`config.mk`:
```
export PLATFORM = sky130hd
export DESIGN_NAME = alu_regfile_flags_flat
export DESIGN_NICKNAME = d
export VERILOG_FILES = /design/src/rtl/alu_regfile_flags_pkg.sv /design/src/rtl/alu_regfile_flags_if.sv /design/src/rtl/alu_regfile_flags_flag_reg.sv /design/src/rtl/alu_regfile_flags.sv /design/src/flat_wrapper.sv
export SDC_FILE = /design/constraint.sdc
export NUM_CORES = 1
export LEC_CHECK = 0
export CORE_UTILIZATION = 45
export DETAILED_ROUTE_END_ITERATION = 8
export DONT_BUFFER_PORTS = 1
export PLACE_DENSITY_LB_ADDON = 0.15
export SLEW_MARGIN = 15
export SYNTH_ARGS = -nofsm -noshare
export SYNTH_HDL_FRONTEND = slang
export SYNTH_SLANG_ARGS = --single-unit
```
`constraint.sdc`:
```
create_clock -name clk -period 5.4 [get_ports clk]
set_input_delay 0.27 -clock clk [delete_from_list [all_inputs] [get_ports clk]]
set_output_delay 0.27 -clock clk [all_outputs]
set_load 0.01 [all_outputs]
```
`src/rtl/alu_regfile_flags_pkg.sv`:
```
// Shared constants, flag command encodings and helpers for the ALU operand/write-back stage.
package alu_regfile_flags_pkg;

    localparam int DATA_W  = 8;
    localparam int REG_CNT = 8;
    localparam int ADDR_W  = 3;
    localparam int CNT_W   = 8;

    typedef enum logic [1:0] {
        FLAG_HOLD = 2'b00,
        FLAG_LOAD = 2'b01,
        FLAG_CLRC = 2'b10,
        FLAG_SETC = 2'b11
    } flagOp_e;

    // Saturating increment: sticks at all-ones instead of wrapping.
    function automatic logic [CNT_W-1:0] satInc(input logic [CNT_W-1:0] v);
        return (v == '1) ? v : v + 1'b1;
    endfunction

endpackage

```
`src/rtl/alu_regfile_flags_if.sv`:
```
// Operand/write-back bus between the CPU datapath (master) and the register/flag stage (slave).
interface alu_regfile_flags_if;
    import alu_regfile_flags_pkg::*;

    logic [ADDR_W-1:0] rdAddr1;
    logic [ADDR_W-1:0] rdAddr2;
    logic [DATA_W-1:0] rdData1;
    logic [DATA_W-1:0] rdData2;
    logic              wrEn;
    logic [ADDR_W-1:0] wrAddr;
    logic [DATA_W-1:0] wrData;
    logic [1:0]        flagOp;
    logic              aluCOut;
    logic              aluZero;
    logic              cFlag;
    logic              zFlag;
    logic [CNT_W-1:0]  wrCount;

    modport master (
        output rdAddr1, rdAddr2, wrEn, wrAddr, wrData, flagOp, aluCOut, aluZero,
        input  rdData1, rdData2, cFlag, zFlag, wrCount
    );

    modport slave (
        input  rdAddr1, rdAddr2, wrEn, wrAddr, wrData, flagOp, aluCOut, aluZero,
        output rdData1, rdData2, cFlag, zFlag, wrCount
    );
endinterface

```
`src/rtl/alu_regfile_flags_flag_reg.sv`:
```
// Carry/zero flag register; stored carry feeds back as ALU carry-in.
module flag_reg
    import alu_regfile_flags_pkg::*;
(
    input  logic       clk,
    input  logic       rst,
    input  logic [1:0] flagOp,
    input  logic       aluCOut,
    input  logic       aluZero,
    output logic       cFlag,
    output logic       zFlag
);

    logic cNext;
    logic zNext;

    // Any unrecognised (including undefined) command falls through to hold.
    always_comb begin
        cNext = cFlag;
        zNext = zFlag;
        case (flagOp_e'(flagOp))
            FLAG_LOAD: begin
                cNext = aluCOut;
                zNext = aluZero;
            end
            FLAG_CLRC: cNext = 1'b0;
            FLAG_SETC: cNext = 1'b1;
            FLAG_HOLD: ;
            default:   ;
        endcase
    end

    always_ff @(posedge clk or posedge rst) begin
        if (rst) begin
            cFlag <= 1'b0;
            zFlag <= 1'b0;
        end else begin
            cFlag <= cNext;
            zFlag <= zNext;
        end
    end

endmodule

```
`src/rtl/alu_regfile_flags.sv`:
```
// Register file, write counter and flag register wrapped around the CPU's 8-bit ALU.
module alu_regfile_flags
    import alu_regfile_flags_pkg::*;
(
    input  logic              clk,
    input  logic              rst,
    alu_regfile_flags_if.slave bus
);

    logic [REG_CNT-1:0][DATA_W-1:0] regFile;
    logic [CNT_W-1:0]               wrCount;

    genvar gi;
    generate
        for (gi = 0; gi < REG_CNT; gi++) begin : gReg
            logic [DATA_W-1:0] q;

            always_ff @(posedge clk or posedge rst) begin
                if (rst) begin
                    q <= '0;
                end else if (bus.wrEn && (bus.wrAddr == ADDR_W'(gi))) begin
                    q <= bus.wrData;
                end
            end

            assign regFile[gi] = q;
        end
    endgenerate

    // Reads come straight from stored state: no bypass, so ALU out cannot loop back combinationally.
    assign bus.rdData1 = regFile[bus.rdAddr1];
    assign bus.rdData2 = regFile[bus.rdAddr2];

    always_ff @(posedge clk or posedge rst) begin
        if (rst) begin
            wrCount <= '0;
        end else if (bus.wrEn) begin
            wrCount <= satInc(wrCount);
        end
    end

    assign bus.wrCount = wrCount;

    flag_reg uFlagReg (
        .clk     (clk),
        .rst     (rst),
        .flagOp  (bus.flagOp),
        .aluCOut (bus.aluCOut),
        .aluZero (bus.aluZero),
        .cFlag   (bus.cFlag),
        .zFlag   (bus.zFlag)
    );

endmodule

```
`src/flat_wrapper.sv`:
```
// flat-port wrapper written by rule: the top's interface ports become plain ports
module alu_regfile_flags_flat import alu_regfile_flags_pkg::*;
  (clk, rst, bus_rdAddr1, bus_rdAddr2, bus_wrEn, bus_wrAddr, bus_wrData, bus_flagOp, bus_aluCOut, bus_aluZero, bus_rdData1, bus_rdData2, bus_cFlag, bus_zFlag, bus_wrCount);
  alu_regfile_flags_if bus_i ();
  input  logic clk;
  input  logic rst;
  input wire logic [$bits(bus_i.rdAddr1)-1:0] bus_rdAddr1;
  input wire logic [$bits(bus_i.rdAddr2)-1:0] bus_rdAddr2;
  input wire logic [$bits(bus_i.wrEn)-1:0] bus_wrEn;
  input wire logic [$bits(bus_i.wrAddr)-1:0] bus_wrAddr;
  input wire logic [$bits(bus_i.wrData)-1:0] bus_wrData;
  input wire logic [$bits(bus_i.flagOp)-1:0] bus_flagOp;
  input wire logic [$bits(bus_i.aluCOut)-1:0] bus_aluCOut;
  input wire logic [$bits(bus_i.aluZero)-1:0] bus_aluZero;
  output wire logic [$bits(bus_i.rdData1)-1:0] bus_rdData1;
  output wire logic [$bits(bus_i.rdData2)-1:0] bus_rdData2;
  output wire logic [$bits(bus_i.cFlag)-1:0] bus_cFlag;
  output wire logic [$bits(bus_i.zFlag)-1:0] bus_zFlag;
  output wire logic [$bits(bus_i.wrCount)-1:0] bus_wrCount;
  assign bus_i.rdAddr1 = bus_rdAddr1;
  assign bus_i.rdAddr2 = bus_rdAddr2;
  assign bus_i.wrEn = bus_wrEn;
  assign bus_i.wrAddr = bus_wrAddr;
  assign bus_i.wrData = bus_wrData;
  assign bus_i.flagOp = bus_flagOp;
  assign bus_i.aluCOut = bus_aluCOut;
  assign bus_i.aluZero = bus_aluZero;
  assign bus_rdData1 = bus_i.rdData1;
  assign bus_rdData2 = bus_i.rdData2;
  assign bus_cFlag = bus_i.cFlag;
  assign bus_zFlag = bus_i.zFlag;
  assign bus_wrCount = bus_i.wrCount;
  alu_regfile_flags u_core (.clk(clk), .rst(rst), .bus(bus_i));
endmodule
```
Yosys cells after proc, flatten, opt, wreduce, memory -nomap -nowiden
Cells that the tools add are included.
{ "word_totals": {"regBits": 74, "inputBits": 24, "out_inout_bits": 26, "wordCells": 42} }
{ "op_classes": {"n_addsub": 1, "n_lt_le_gt_ge": 2, "n_eq_ne": 11, "muxes": 5, "n_bitwise": 1, "n_reduce_logical": 11} }
{ "op_table": {"columns": ["op", "count"], "rows": [
  ["$bmux W8 S3", 2],
  ["$mux W8", 2],
  ["$eq A3 B3 Y1 const B", 4],
  ["$add A8 B1 Y8 const B", 1],
  ["$eq A8 B8 Y1 const B", 1],
  ["$logic_and A1 B1 Y1", 8],
  ["$lt A3 B4 Y1 const B", 2],
  ["$eq A3 B2 Y1 const B", 2],
  ["$eq A2 B2 Y1 const B", 2],
  ["$eq A3 B1 Y1 const B", 1],
  ["$logic_not A3 Y1", 1],
  ["$pmux W1 S3", 1],
  ["$reduce_bool A3 Y1", 1],
  ["$eq A2 B1 Y1 const B", 1],
  ["$reduce_and A2 Y1", 1],
  ["$not A1 Y1", 1]
]} }

Logic depth before layout (Yosys ltp)
{ "depth": {"ltp_word": 3, "ltp_mapped": 4, "depth_no_buf": 4} }

By module
From an unflattened synthesis, not the netlist that was laid out.
{ "unflattened": {"hier_cells": 245, "area_unflattened_um2": 4093.9} }
{ "by_module_without_submodules": {"columns": ["module", "instances", "cells_per_inst", "area_per_inst_um2", "seq_area_each_um2"], "rows": [
  ["alu_regfile_flags", 1, 238, 3995.1, 1801.7],
  ["flag_reg", 1, 7, 98.8, 50.0]
]} }

Least setup slack after synthesis
No wires, ideal clock.
{ "synth_timing": {"kind": "input -> output", "startpoint": "input bus_rdAddr1[0]", "endpoint": "output bus_rdData1[0]", "arrival_ns": 1.333, "required_ns": 5.130, "slack_ns": 3.797, "path_stages": 4, "path_buffers": 2, "cell_sequence": "buf_6 buf_12 mux4_1 mux2_2"} }
{ "synth_between": {"elab_chain_cells": 2} }
{ "synth_lines": {"columns": ["element", "line_no", "rtl"], "rows": [
  ["start: declaration", "flat_wrapper.sv:7", "input wire logic [$bits(bus_i.rdAddr1)-1:0] bus_rdAddr1;"],
  ["$bmux W8 S3", "alu_regfile_flags.sv:31", "assign bus.rdData1 = regFile[bus.rdAddr1];"],
  ["$mux W8 (not written as such)", "alu_regfile_flags.sv:31", null],
  ["end: declaration", "flat_wrapper.sv:15", "output wire logic [$bits(bus_i.rdData1)-1:0] bus_rdData1;"]
]} }
No other way between the ends. The select of a mux whose other input is x is not followed.

Worst setup path in the final report
{ "layout_timing": {"startpoint": "register u_core.gReg[2].q[0]", "endpoint": "output bus_rdData2[0]"} }
{ "layout_between": {"elab_chain_cells": 2} }
{ "layout_lines": {"columns": ["element", "line_no", "rtl"], "rows": [
  ["start: declaration", "alu_regfile_flags.sv:16", "logic [DATA_W-1:0] q;"],
  ["start signal: assignment", "alu_regfile_flags.sv:22", "q <= bus.wrData;"],
  ["$bmux W8 S3", "alu_regfile_flags.sv:32", "assign bus.rdData2 = regFile[bus.rdAddr2];"],
  ["$mux W8 (not written as such)", "alu_regfile_flags.sv:32", null],
  ["end: declaration", "flat_wrapper.sv:16", "output wire logic [$bits(bus_i.rdData2)-1:0] bus_rdData2;"]
]} }
No other way between the ends. The select of a mux whose other input is x is not followed.

==> impl_metrics.toml <==
[logic_synthesis]
ys_seq_area_share_pct = 45.91
synthCells = 242
yosys_warnings = 0
ys_ff_latch = 74
synth_edf_count = 0
synthArstFlopShare_pct = 100.0
syn_avg_cell_area_sq_um = 16.67
synth_ff_type = "dfrtp_1"
synthesis.nets = 267
syn_area_sq_um = 4034
ys_types = 32

[floorplan]
fp-row-count = 34
start_util_pct = 46.26
io_pins = 50
design.core.area_sq_um = 8721
die_h_um = 96.68
die-area_sq_um = 9347
die_w_um = 96.68

[placed_design]
portBuffers = 0
gp_congestion = 0.7062
hpwl_mm = 5.053
placed_area_sq_um = 4069

[routing]
dr.pass1.iters = 4
routed_wl_mm = 8.070
vias = 2162
drt_iter0_drc = 57
drcViolationCount = 0
viasPerCell = 6.142
drtAntennaViolNets = 0
drt-wirelength-per-cell_um = 22.93

[timing]
setup_viol = 0
rsz0062_at_grt = "false"
clock.fmax_mhz = 540.6
slew_viol_final = 0
relSlewSlack_pct = 37.34
hold_violations = 0
setup_tns_ns = 0
tightest_slew_ns = 0.9400
fin_crit_sh_pct = 34.25
period_minus_slack_ns = 1.850
finClkSkew_ns = 0.002220

[global_routing]
antenna_found_initial = 0
grt_first_pass_wirelength_mm = 13.12
grt-ovfl-total = 0
grt.total_usage_pct = 18.93
grt_max_degree = 75
grt_pass1_vias = 2271

[final_layout]
stdcell_area_sq_um = 4277
utilization_pct = 49.04
num_antenna_cells = 0
fillers = 743
drive_gt1_share_pct = 43.03
final_nets = 265
syn2layout_area_growth_pct = 6.017

[cts]
cts_buffer_depth = 2
cts_hold_buf = 0
cts_tree = "done"
cts_made_buffers = 9
clock-sinks = 74
cts_root_buffer = "clkbuf_8"
h-tree-depth = 3
clk_pin_slew_ns = 0.07
postCtsSetupBuffers = 0
clk_latency_ns = 0.34
cts_resized = 0

[setup_path]
r2r-start = "u_core.bus.wrCount[0]$_DFFE_PP0P_"
path_max_fanout = 3
crit_path_end_kind = "output pin"
path_delay_family = "multiplexers"
start_kind = "flip-flop"
path_buf_inv = 0
crit_arrival_ns = 1.58
required_ns = 5.13
crit_path_cell_trace = "mux4_1 -> mux2_2"
crit_path_start = "u_core.gReg[2].q[0]$_DFFE_PP0P_"
worst_path_max_delay_cell = "mux4_1"
slowest_delay_ns = 0.52
crit_type = "flip-flop to output pin"

[min_path]
hp-start = "bus_flagOp[0]"
hold_class = "input port to flip-flop"

[power_and_ir_drop]
pwr_density_cell_nw_per_um2 = 378.0
ir_drop_v = 0.0002875
power.leakage_nw = 1.784

[status]
status = "finished clean"

[job]
maxCapViolCount = 0
per-stage QoR:
step                      total power [mW]  instances  hold WS, ns  setup WS, ns
final                                1.617        352      0.06130         3.550
after detailed placement             1.173        337       0.4120         3.741
after floorplan                      1.113        242       0.3960         3.248
after global routing                 1.712        352      0.03898         3.474
after CTS                            1.635        352      0.04092         3.516
after global placement               1.156        337       0.4019         3.810
registers in the layout (all words and copies together), names as in the netlist:
| register | flops |
|---|---|
| u_core.bus.wrCount | 8 |
| u_core.gReg.q | 64 |
| u_core.uFlagReg.cFlag | 1 |
| u_core.uFlagReg.zFlag | 1 |
placed cells by master, fill, tap and decap left out, types with 2 or more instances in the layout:
master      Yosys  final
a21oi_1         4      4
and4_1          2      2
bufinv_16       0      2
clkbuf_8        0      9
clkinvlp_4      0      2
dfrtp_1        74     74
mux2_2         83     83
mux4_1         31     31
nand2b_1        2      2
nand3_1         3      3
nand4_1         3      3
nand4b_1        3      3
nor2_1          2      2
nor3b_4         2      2
o21ai_0         2      2
xnor2_1         3      3
final timing paths:
path,endpoint,slack (ns),depth (start not counted)
max,bus_rdData2[0],3.55,2
min,u_core.uFlagReg.cFlag$_DFFE_PP0P_,0.06,1
max reg2reg,u_core.bus.wrCount[1]$_DFFE_PP0P_,3.74,4
min reg2reg,u_core.gReg[0].q[0]$_DFFE_PP0P_,0.52,1
max in group asynchronous,u_core.gReg[6].q[3]$_DFFE_PP0P_,4.70,2
min in group asynchronous,u_core.bus.wrCount[3]$_DFFE_PP0P_,0.08,2
report_power, final:
group / switching [mW] / internal [mW] / total, mW
logic: 0.115 / 0.231 / 0.347
clock network: 0.202 / 0.257 / 0.459
registers: 0.122 / 0.688 / 0.810
total: 0.440 / 1.18 / 1.62
area by class of cell:
| type | count | area (sq um) | share of cell area, % |
|---|---|---|---|
| multi-input cells | 153 | 2071 | 48.42 |
| flip-flops and latches | 74 | 1852 | 43.30 |
| well taps | 108 | 135.1 | 3.160 |
| clock buffers | 10 | 127.6 | 2.984 |
| clock inverters | 5 | 80.08 | 1.872 |
| repair buffers | 1 | 7.507 | 0.1755 |
| inverters | 1 | 3.754 | 0.08777 |
per-layer routing:
metal,global-route usage [%],up-vias,routed length (um)
li1,-,974,-
met5,0,-,0
met2,30.82,40,4104
met4,6.544,0,72
met3,5.780,6,328
met1,24.06,1142,3565
cells in the mapped netlist (2+ instances only):
cell type  count  area [sq um]
and4_1         2         17.52
buf_12         2         40.04
nor3b_4        2         37.54
mux4_1        31         814.5
nand4_1        3         18.77
nand2b_1       2         12.51
nand4b_1       3         26.28
buf_1          2         7.510
o21ai_0        2         10.01
xnor2_1        3         26.28
buf_6          2         22.52
dfrtp_1       74          1852
nand3_1        3         15.01
buf_2          6         30.03
a21oi_1        4         20.02
clkbuf_1       2         7.510
nor2_1         2         7.510
mux2_2        83         934.7
worst register-to-register path, cell delays in order, from the launching register on:
cell     delay (ns)
dfrtp_1        0.45
ha_1           0.26
nand3_1        0.13
o21ai_0        0.34
mux2_2         0.38
logic make-up after synthesis:
group           count (synthesis)  synth area share, %
mux                           115                43.92
flops                          74                45.91
simple gates                   23                4.746
buf+inv                        15                2.761
compound gates                 10                1.489
xor+xnor                        4               0.8686
fa+ha+maj                       1               0.3101
(Power assumes the default switching activity.)
